File: src/rtl/pass_sched_pkg.sv
// Shared definitions for the layer-level pass scheduler.
//   pass_state_t : sequencer state encoding
//   OP_START_BIT : bit of op_config that launches the pass controller
//   ADDR_W       : byte-address width of the GLB regions
package pass_sched_pkg;

  localparam int unsigned OP_START_BIT = 0;
  localparam int unsigned ADDR_W       = 32;

  typedef enum logic [2:0] {
    StIdle,
    StLaunch,
    StWait,
    StNext,
    StDone
  } pass_state_t;

endpackage

File: src/rtl/pass_addr_gen.sv
// Base-address pointer unit for the pass scheduler.
// Holds the filter/ifmap/bias/opsum pointers and their strides, advancing them by addition only.
//   load_i   : pointers <- bases, strides and ifmap base captured
//   step_c_i : next input-channel tile (filter += fs, ifmap += is)
//   step_m_i : next output-channel tile (filter += fs, ifmap <- base, bias += bs, opsum += os)
//   *_addr_o : current pointers, driven straight from registers
module pass_addr_gen
  import pass_sched_pkg::*;
(
  input  logic              clk_i,
  input  logic              rst_ni,
  input  logic              load_i,
  input  logic              step_c_i,
  input  logic              step_m_i,
  input  logic [ADDR_W-1:0] filter_base_i,
  input  logic [ADDR_W-1:0] ifmap_base_i,
  input  logic [ADDR_W-1:0] bias_base_i,
  input  logic [ADDR_W-1:0] opsum_base_i,
  input  logic [ADDR_W-1:0] filter_stride_i,
  input  logic [ADDR_W-1:0] ifmap_stride_i,
  input  logic [ADDR_W-1:0] bias_stride_i,
  input  logic [ADDR_W-1:0] opsum_stride_i,
  output logic [ADDR_W-1:0] filter_addr_o,
  output logic [ADDR_W-1:0] ifmap_addr_o,
  output logic [ADDR_W-1:0] bias_addr_o,
  output logic [ADDR_W-1:0] opsum_addr_o
);

  logic [ADDR_W-1:0] filter_q, filter_d;
  logic [ADDR_W-1:0] ifmap_q, ifmap_d;
  logic [ADDR_W-1:0] bias_q, bias_d;
  logic [ADDR_W-1:0] opsum_q, opsum_d;
  logic [ADDR_W-1:0] ifmap_base_q, ifmap_base_d;
  logic [ADDR_W-1:0] filter_stride_q, filter_stride_d;
  logic [ADDR_W-1:0] ifmap_stride_q, ifmap_stride_d;
  logic [ADDR_W-1:0] bias_stride_q, bias_stride_d;
  logic [ADDR_W-1:0] opsum_stride_q, opsum_stride_d;

  always_comb begin
    filter_d        = filter_q;
    ifmap_d         = ifmap_q;
    bias_d          = bias_q;
    opsum_d         = opsum_q;
    ifmap_base_d    = ifmap_base_q;
    filter_stride_d = filter_stride_q;
    ifmap_stride_d  = ifmap_stride_q;
    bias_stride_d   = bias_stride_q;
    opsum_stride_d  = opsum_stride_q;
    if (load_i) begin
      filter_d        = filter_base_i;
      ifmap_d         = ifmap_base_i;
      bias_d          = bias_base_i;
      opsum_d         = opsum_base_i;
      ifmap_base_d    = ifmap_base_i;
      filter_stride_d = filter_stride_i;
      ifmap_stride_d  = ifmap_stride_i;
      bias_stride_d   = bias_stride_i;
      opsum_stride_d  = opsum_stride_i;
    end else if (step_m_i) begin
      filter_d = filter_q + filter_stride_q;
      ifmap_d  = ifmap_base_q;
      bias_d   = bias_q + bias_stride_q;
      opsum_d  = opsum_q + opsum_stride_q;
    end else if (step_c_i) begin
      filter_d = filter_q + filter_stride_q;
      ifmap_d  = ifmap_q + ifmap_stride_q;
    end
  end

  always_ff @(posedge clk_i) begin
    if (!rst_ni) begin
      filter_q        <= '0;
      ifmap_q         <= '0;
      bias_q          <= '0;
      opsum_q         <= '0;
      ifmap_base_q    <= '0;
      filter_stride_q <= '0;
      ifmap_stride_q  <= '0;
      bias_stride_q   <= '0;
      opsum_stride_q  <= '0;
    end else begin
      filter_q        <= filter_d;
      ifmap_q         <= ifmap_d;
      bias_q          <= bias_d;
      opsum_q         <= opsum_d;
      ifmap_base_q    <= ifmap_base_d;
      filter_stride_q <= filter_stride_d;
      ifmap_stride_q  <= ifmap_stride_d;
      bias_stride_q   <= bias_stride_d;
      opsum_stride_q  <= opsum_stride_d;
    end
  end

  assign filter_addr_o = filter_q;
  assign ifmap_addr_o  = ifmap_q;
  assign bias_addr_o   = bias_q;
  assign opsum_addr_o  = opsum_q;

endmodule

File: src/rtl/pass_scheduler.sv
// Layer-level sequencer in front of the pass controller. Splits a layer into an
// m_tiles x c_tiles loop of passes (c innermost), drives the controller's config and base
// addresses, pulses op_config[0] for one cycle per pass and waits for pass_done_i.
// Pass c==0 of each output tile reads bias; later passes accumulate onto the stored opsum.
//   clk_i / rst_ni            : clock, synchronous active-low reset
//   start_i                   : launch-layer pulse (honoured in IDLE only)
//   layer_*_i, *_tiles_i      : layer configuration, latched on start
//   *_base_i / *_stride_i     : region base addresses and per-tile strides
//   op_config_o .. shape_*_o  : controller configuration (op_config[0] = pass start)
//   *_baseaddr_o              : controller base addresses for the current pass
//   bias_ipsum_sel_o          : 1 = read bias, 0 = read ipsum
//   pass_done_i               : controller done pulse (honoured in WAIT only)
//   busy_o, layer_done_o      : status; layer_done_o is a one-cycle pulse
//   m_idx_o, c_idx_o          : current tile indices
//   error_o                   : sticky pass timeout flag
// Optional macro PASS_SCHED_TIMEOUT_EN enables a per-pass watchdog of TIMEOUT_CYCLES WAIT
// cycles; without it error_o is tied low and WAIT waits indefinitely.
module pass_scheduler
  import pass_sched_pkg::*;
#(
  parameter int unsigned TILE_BITS      = 8,
  parameter int unsigned TIMEOUT_CYCLES = 1048576
) (
  input  logic                 clk_i,
  input  logic                 rst_ni,
  input  logic                 start_i,
  input  logic [31:0]          layer_op_config_i,
  input  logic [31:0]          layer_mapping_param_i,
  input  logic [31:0]          layer_shape_param1_i,
  input  logic [31:0]          layer_shape_param2_i,
  input  logic [TILE_BITS-1:0] m_tiles_i,
  input  logic [TILE_BITS-1:0] c_tiles_i,
  input  logic [ADDR_W-1:0]    filter_base_i,
  input  logic [ADDR_W-1:0]    ifmap_base_i,
  input  logic [ADDR_W-1:0]    bias_base_i,
  input  logic [ADDR_W-1:0]    opsum_base_i,
  input  logic [ADDR_W-1:0]    filter_stride_i,
  input  logic [ADDR_W-1:0]    ifmap_stride_i,
  input  logic [ADDR_W-1:0]    bias_stride_i,
  input  logic [ADDR_W-1:0]    opsum_stride_i,
  output logic [31:0]          op_config_o,
  output logic [31:0]          mapping_param_o,
  output logic [31:0]          shape_param1_o,
  output logic [31:0]          shape_param2_o,
  output logic [ADDR_W-1:0]    filter_baseaddr_o,
  output logic [ADDR_W-1:0]    ifmap_baseaddr_o,
  output logic [ADDR_W-1:0]    bias_baseaddr_o,
  output logic [ADDR_W-1:0]    opsum_baseaddr_o,
  output logic                 bias_ipsum_sel_o,
  input  logic                 pass_done_i,
  output logic                 busy_o,
  output logic                 layer_done_o,
  output logic [TILE_BITS-1:0] m_idx_o,
  output logic [TILE_BITS-1:0] c_idx_o,
  output logic                 error_o
);

  localparam logic [TILE_BITS-1:0] TileOne = TILE_BITS'(1);

  pass_state_t state_q, state_d;

  logic [31:0]          op_config_q, op_config_d;
  logic [31:0]          mapping_q, mapping_d;
  logic [31:0]          shape1_q, shape1_d;
  logic [31:0]          shape2_q, shape2_d;
  logic [TILE_BITS-1:0] m_tiles_q, m_tiles_d;
  logic [TILE_BITS-1:0] c_tiles_q, c_tiles_d;
  logic [TILE_BITS-1:0] m_idx_q, m_idx_d;
  logic [TILE_BITS-1:0] c_idx_q, c_idx_d;
  logic                 sel_q, sel_d;
  logic                 busy_q, busy_d;
  logic                 done_q, done_d;

  logic load, step_c, step_m;
  logic last_c, last_m;

  assign last_c = (c_idx_q == c_tiles_q - TileOne);
  assign last_m = (m_idx_q == m_tiles_q - TileOne);

`ifdef PASS_SCHED_TIMEOUT_EN
  localparam logic [31:0] WdogLast = 32'(TIMEOUT_CYCLES - 1);
  logic [31:0] wdog_q, wdog_d;
  logic        error_q, error_d;
  logic        unused_bits;
  assign unused_bits = layer_op_config_i[OP_START_BIT];
`else
  logic unused_bits;
  assign unused_bits = ^{layer_op_config_i[OP_START_BIT], TIMEOUT_CYCLES};
`endif

  always_comb begin
    state_d     = state_q;
    op_config_d = op_config_q;
    mapping_d   = mapping_q;
    shape1_d    = shape1_q;
    shape2_d    = shape2_q;
    m_tiles_d   = m_tiles_q;
    c_tiles_d   = c_tiles_q;
    m_idx_d     = m_idx_q;
    c_idx_d     = c_idx_q;
    sel_d       = sel_q;
    load        = 1'b0;
    step_c      = 1'b0;
    step_m      = 1'b0;
`ifdef PASS_SCHED_TIMEOUT_EN
    error_d     = error_q;
`endif

    unique case (state_q)
      StIdle: begin
        if (start_i) begin
          op_config_d = {layer_op_config_i[31:1], 1'b0};
          mapping_d   = layer_mapping_param_i;
          shape1_d    = layer_shape_param1_i;
          shape2_d    = layer_shape_param2_i;
          m_tiles_d   = m_tiles_i;
          c_tiles_d   = c_tiles_i;
          m_idx_d     = '0;
          c_idx_d     = '0;
          sel_d       = 1'b1;
          load        = 1'b1;
`ifdef PASS_SCHED_TIMEOUT_EN
          error_d     = 1'b0;
`endif
          if (m_tiles_i == '0 || c_tiles_i == '0) begin
            state_d = StDone;
          end else begin
            state_d                  = StLaunch;
            op_config_d[OP_START_BIT] = 1'b1;
          end
        end
      end
      StLaunch: begin
        state_d                  = StWait;
        op_config_d[OP_START_BIT] = 1'b0;
      end
      StWait: begin
        if (pass_done_i) begin
          state_d = StNext;
`ifdef PASS_SCHED_TIMEOUT_EN
        end else if (wdog_q == WdogLast) begin
          error_d = 1'b1;
          state_d = StDone;
`endif
        end
      end
      StNext: begin
        if (last_c && last_m) begin
          state_d = StDone;
        end else begin
          if (last_c) begin
            c_idx_d = '0;
            m_idx_d = m_idx_q + TileOne;
            step_m  = 1'b1;
          end else begin
            c_idx_d = c_idx_q + TileOne;
            step_c  = 1'b1;
          end
          sel_d                    = (c_idx_d == '0);
          state_d                  = StLaunch;
          op_config_d[OP_START_BIT] = 1'b1;
        end
      end
      StDone: begin
        state_d = StIdle;
      end
      default: begin
        state_d = StIdle;
      end
    endcase

    // Status flags are registered copies of the upcoming state.
    busy_d = (state_d != StIdle);
    done_d = (state_d == StDone);
  end

`ifdef PASS_SCHED_TIMEOUT_EN
  always_comb begin
    wdog_d = wdog_q;
    if (state_d == StLaunch) begin
      wdog_d = '0;
    end else if (state_q == StWait) begin
      wdog_d = wdog_q + 32'd1;
    end
  end

  always_ff @(posedge clk_i) begin
    if (!rst_ni) begin
      wdog_q  <= '0;
      error_q <= 1'b0;
    end else begin
      wdog_q  <= wdog_d;
      error_q <= error_d;
    end
  end

  assign error_o = error_q;
`else
  assign error_o = 1'b0;
`endif

  always_ff @(posedge clk_i) begin
    if (!rst_ni) begin
      state_q     <= StIdle;
      op_config_q <= '0;
      mapping_q   <= '0;
      shape1_q    <= '0;
      shape2_q    <= '0;
      m_tiles_q   <= '0;
      c_tiles_q   <= '0;
      m_idx_q     <= '0;
      c_idx_q     <= '0;
      sel_q       <= 1'b0;
      busy_q      <= 1'b0;
      done_q      <= 1'b0;
    end else begin
      state_q     <= state_d;
      op_config_q <= op_config_d;
      mapping_q   <= mapping_d;
      shape1_q    <= shape1_d;
      shape2_q    <= shape2_d;
      m_tiles_q   <= m_tiles_d;
      c_tiles_q   <= c_tiles_d;
      m_idx_q     <= m_idx_d;
      c_idx_q     <= c_idx_d;
      sel_q       <= sel_d;
      busy_q      <= busy_d;
      done_q      <= done_d;
    end
  end

  pass_addr_gen u_addr_gen (
    .clk_i           (clk_i),
    .rst_ni          (rst_ni),
    .load_i          (load),
    .step_c_i        (step_c),
    .step_m_i        (step_m),
    .filter_base_i   (filter_base_i),
    .ifmap_base_i    (ifmap_base_i),
    .bias_base_i     (bias_base_i),
    .opsum_base_i    (opsum_base_i),
    .filter_stride_i (filter_stride_i),
    .ifmap_stride_i  (ifmap_stride_i),
    .bias_stride_i   (bias_stride_i),
    .opsum_stride_i  (opsum_stride_i),
    .filter_addr_o   (filter_baseaddr_o),
    .ifmap_addr_o    (ifmap_baseaddr_o),
    .bias_addr_o     (bias_baseaddr_o),
    .opsum_addr_o    (opsum_baseaddr_o)
  );

  assign op_config_o      = op_config_q;
  assign mapping_param_o  = mapping_q;
  assign shape_param1_o   = shape1_q;
  assign shape_param2_o   = shape2_q;
  assign bias_ipsum_sel_o = sel_q;
  assign busy_o           = busy_q;
  assign layer_done_o     = done_q;
  assign m_idx_o          = m_idx_q;
  assign c_idx_o          = c_idx_q;

endmodule

File: config.mk
export PLATFORM = sky130hd
export DESIGN_NAME = pass_scheduler
export DESIGN_NICKNAME = d
export VERILOG_FILES = /design/src/rtl/pass_sched_pkg.sv /design/src/rtl/pass_addr_gen.sv /design/src/rtl/pass_scheduler.sv
export SDC_FILE = /design/constraint.sdc
export NUM_CORES = 1
export LEC_CHECK = 0
export CELL_PAD_IN_SITES_DETAIL_PLACEMENT = 1
export CELL_PAD_IN_SITES_GLOBAL_PLACEMENT = 1
export CORE_AREA = 4 4 264 266
export DETAILED_ROUTE_END_ITERATION = 10
export DIE_AREA = 0 0 268 270
export PLACE_DENSITY_LB_ADDON = 0.1
export SLEW_MARGIN = 10
export SYNTH_ARGS = -nofsm -noshare
export SYNTH_HDL_FRONTEND = slang
export SYNTH_SLANG_ARGS = --single-unit
File: constraint.sdc
create_clock -name clk_i -period 6.56 [get_ports clk_i]
set_clock_uncertainty 0.1 [all_clocks]
set_input_delay 0.984 -clock clk_i [delete_from_list [all_inputs] [get_ports clk_i]]
set_output_delay 0.984 -clock clk_i [all_outputs]
set_load 0.05 [all_outputs]
==> flow_summary.yaml <==
outcome:
  status: "finished, final reports clean"
power:
  ir_drop_v: 0.000201
  power_density_nw_per_um2: 311
  power.leakage_nw: 12.5
timing:
  finalSetupTns_ns: 0
  max_freq_mhz: 244
  hold_viol: 0
  report.final.slew_viol_count: 0
  setup_viol: 0
  layout_setup_ws_ns: 2.46
  min_period_over_period_pct: 62.4
  rsz0062_at_grt: "false"
  worst_pin_slew_ns: 1.43
  slew_headroom_pct: 4.57
  min_period_ns: 4.10
  whs_ns: 0.354
synth:
  synth_nets: 3539
  yosys_warnings: 0
  synthArstFlopShare_pct: 0
  synth_ff_type: "dfxtp_1"
  synth_commonest_cells: "nand2_1 (759), a21oi_1 (499), dfxtp_1 (454)"
  ys_seq_elements: 454
  synth_top_area_share_pct: 39.0
  synth.area.top_cells: "dfxtp_1 (39%), nand2_1 (12%), a21oi_1 (11%)"
  synth_edf_count: 0
  synth_largest_area_cell: "dfxtp_1"
  yosysUniqueCellTypes: 80
  synth_seq_area_share_pct: 39.0
  postSynthAreaPerCell_um2: 7.77
  syn_area_um2: 23300
  synthCells: 3003
  yosys.cell_count.top_type: "nand2_1"
placed_design:
  io_buffers: 677
  place_congestion: 0.871
  place_area_um2: 30600
  dpl.cell_count: 4384
  place_hpwl_um: 72800
  post-place-ws_ns: 2.41
critical_path:
  cp_max_fo: 4
  rr_worst_depth: 13
  path_class: "reg2reg"
  critPathRequiredTime_ns: 6.96
  crit_slowest_cell: "a2111oi_0"
  endpoint_kind: "flip-flop"
  critical-path-max-stage-delay_ns: 0.63
  cp_cell_sequence: "ha_1 -> inv_1 -> fa_1 -> nor2b_1 -> o21ai_0 -> a21boi_0 -> o31ai_1 -> a2111oi_0 -> o21ai_0 -> o21ai_0 -> a31oi_1 -> mux2i_1 -> a311o_1"
  start_kind: "flip-flop"
  crit_top_cell: "o21ai_0"
  arrival_ns: 4.49
clock_tree:
  path_clk_slew_ns: 0.06
  cts_tree: "yes"
  insertion_delay_ns: 0.62
  htreeDepth: 2
  cts_buffers: 55
  cts.sink_count: 454
  ctsResizeCount: 0
  hold_buffers: 0
  cts_buffer_depth: 3
  clock-root-buffer: "clkbuf_16"
  postCtsSetupBuffers: 0
floorplan:
  design.core.area_um2: 67000
  die_h_um: 270
  die_width_um: 268
  ioPinCount: 680
  die-area_um2: 72400
  start_util_pct: 34.8
  num_rows: 95
run:
  max_cap_violations: 0
routing:
  drc: 0
  firstDrtPassIters: 7
  via_per_inst: 5.41
  drtAntennaViolNets: 0
  drt_iter0_markers: 1119
  wl_um: 98900
  wire_per_inst_um: 22.0
  vias: 24300
global_routing:
  grt_pass1_wl_um: 150000
  grt.total_usage_pct: 26.0
  grt_overflow: 0
  grt_max_degree: 197
  antenna_found_initial: 17
  first_global_vias: 25700
final_layout:
  nets: 4104
  syn2layout_area_growth_pct: 38.8
  fin_area_um2: 32400
  stdcell_count: 4490
  drive_above_1_share_pct: 3.74
min_path:
  hp-class: "reg2reg"
  min_path_cells: 2
-- per-stage QoR --
step	utilization (%)	total power, mW
finish	48.3	10.1
global route	48.3	10.6
CTS	48.3	10.2
detailed placement	45.7	7.17
global placement	45.7	7.06
floorplan	-	5.81
-- state kept, by name, summed over array words and instances (netlist names), 3 cells and up --
register                    flops
u_addr_gen.opsum_stride_q      32
shape_param2_o                 32
u_addr_gen.ifmap_base_q        32
u_addr_gen.filter_stride_q     32
state_q                         3
m_tiles_q                       8
u_addr_gen.filter_addr_o       32
u_addr_gen.opsum_addr_o        32
c_tiles_q                       8
u_addr_gen.ifmap_addr_o        32
shape_param1_o                 32
op_config_o                    32
u_addr_gen.ifmap_stride_q      32
m_idx_o                         8
c_idx_o                         8
u_addr_gen.bias_stride_q       32
mapping_param_o                32
u_addr_gen.bias_addr_o         32
-- layout by cell type, fill, tap and decap left out, types with 12 or more instances in the layout --
master | netlist | layout
nor2_1 | 147 | 146
xor2_1 | 63 | 63
or3_1 | 12 | 12
and3_1 | 18 | 18
o21a_1 | 18 | 18
a22oi_1 | 21 | 21
a211oi_1 | 26 | 26
inv_1 | 32 | 32
ha_1 | 128 | 128
a21o_1 | 53 | 53
nor2b_1 | 18 | 18
o21ai_0 | 92 | 92
a221oi_1 | 16 | 16
dfxtp_1 | 454 | 454
nand2b_1 | 18 | 17
a31oi_1 | 28 | 28
clkbuf_16 | 0 | 56
nand3_1 | 43 | 43
clkdlybuf4s50_1 | 0 | 676
nor3_1 | 39 | 39
o211ai_1 | 14 | 14
o21bai_1 | 13 | 13
buf_4 | 5 | 14
clkbuf_1 | 153 | 15
xnor2_1 | 66 | 66
a21oi_1 | 499 | 499
o221ai_1 | 39 | 39
nand2_1 | 759 | 759
a21boi_0 | 12 | 12
-- per-layer routing --
metal	vias to the layer above	track usage [%]	wire length (um)
met1	11900	29.3	39000
met4	12	8.06	2960
met3	149	6.55	6270
met5	-	0	101
met2	602	48.0	50600
li1	11700	-	-
-- cell families (layout without fill, tap and decap cells) --
| kind of cell | after synthesis | after routing | synth area share [%] |
|---|---|---|---|
| simple gates | 1132 | 1132 | 20.6 |
| flops | 454 | 454 | 39.0 |
| fa+ha+maj | 132 | 132 | 7.21 |
| xor+xnor | 129 | 129 | 4.84 |
| other cells | 1 | 10 | 0.0161 |
| mux | 10 | 10 | 0.434 |
| buf+inv | 219 | 824 | 3.79 |
| compound gates | 926 | 926 | 24.2 |
-- worst max-delay path, delay by kind of cell, from the launching register on --
| kind | cells | cell delay [ns] |
|---|---|---|
| flops | 1 | 0.36 |
| mux | 1 | 0.16 |
| buf+inv | 1 | 0.07 |
| simple gates | 1 | 0.16 |
| compound gates | 8 | 2.53 |
| fa+ha+maj | 2 | 0.60 |
-- where the power goes --
group	internal, mW	switching, mW	total, mW	leakage (nW)
Sequential	3.12	0.284	3.40	3.73
Clock	1.71	1.26	2.97	0.849
Combinational	1.32	2.39	3.70	7.96
Total	6.15	3.93	10.1	12.5
-- final cells by class --
cell class                 instances  area (um^2)
fill                            7972        34700
multi-input combinational       2330        13400
sequential                       454         9090
timing repair buffer             694         6950
clock buffer                      81         1600
tap                              873         1090
inverter                          33          131
clock inverter                    16          125
antenna                            9         22.5
-- path summary, 6_finish.rpt --
path / from / end / slack (ns)
setup / recovery: u_addr_gen.bias_addr_o[0] / u_addr_gen.bias_addr_o[30] / 2.46
hold / removal: mapping_param_o[12] / mapping_param_o[12] / 0.35
setup reg to reg: u_addr_gen.bias_addr_o[0] / u_addr_gen.bias_addr_o[30] / 2.46
hold reg to reg: mapping_param_o[12] / mapping_param_o[12] / 0.35
Power figures use the tool's default switching activity.
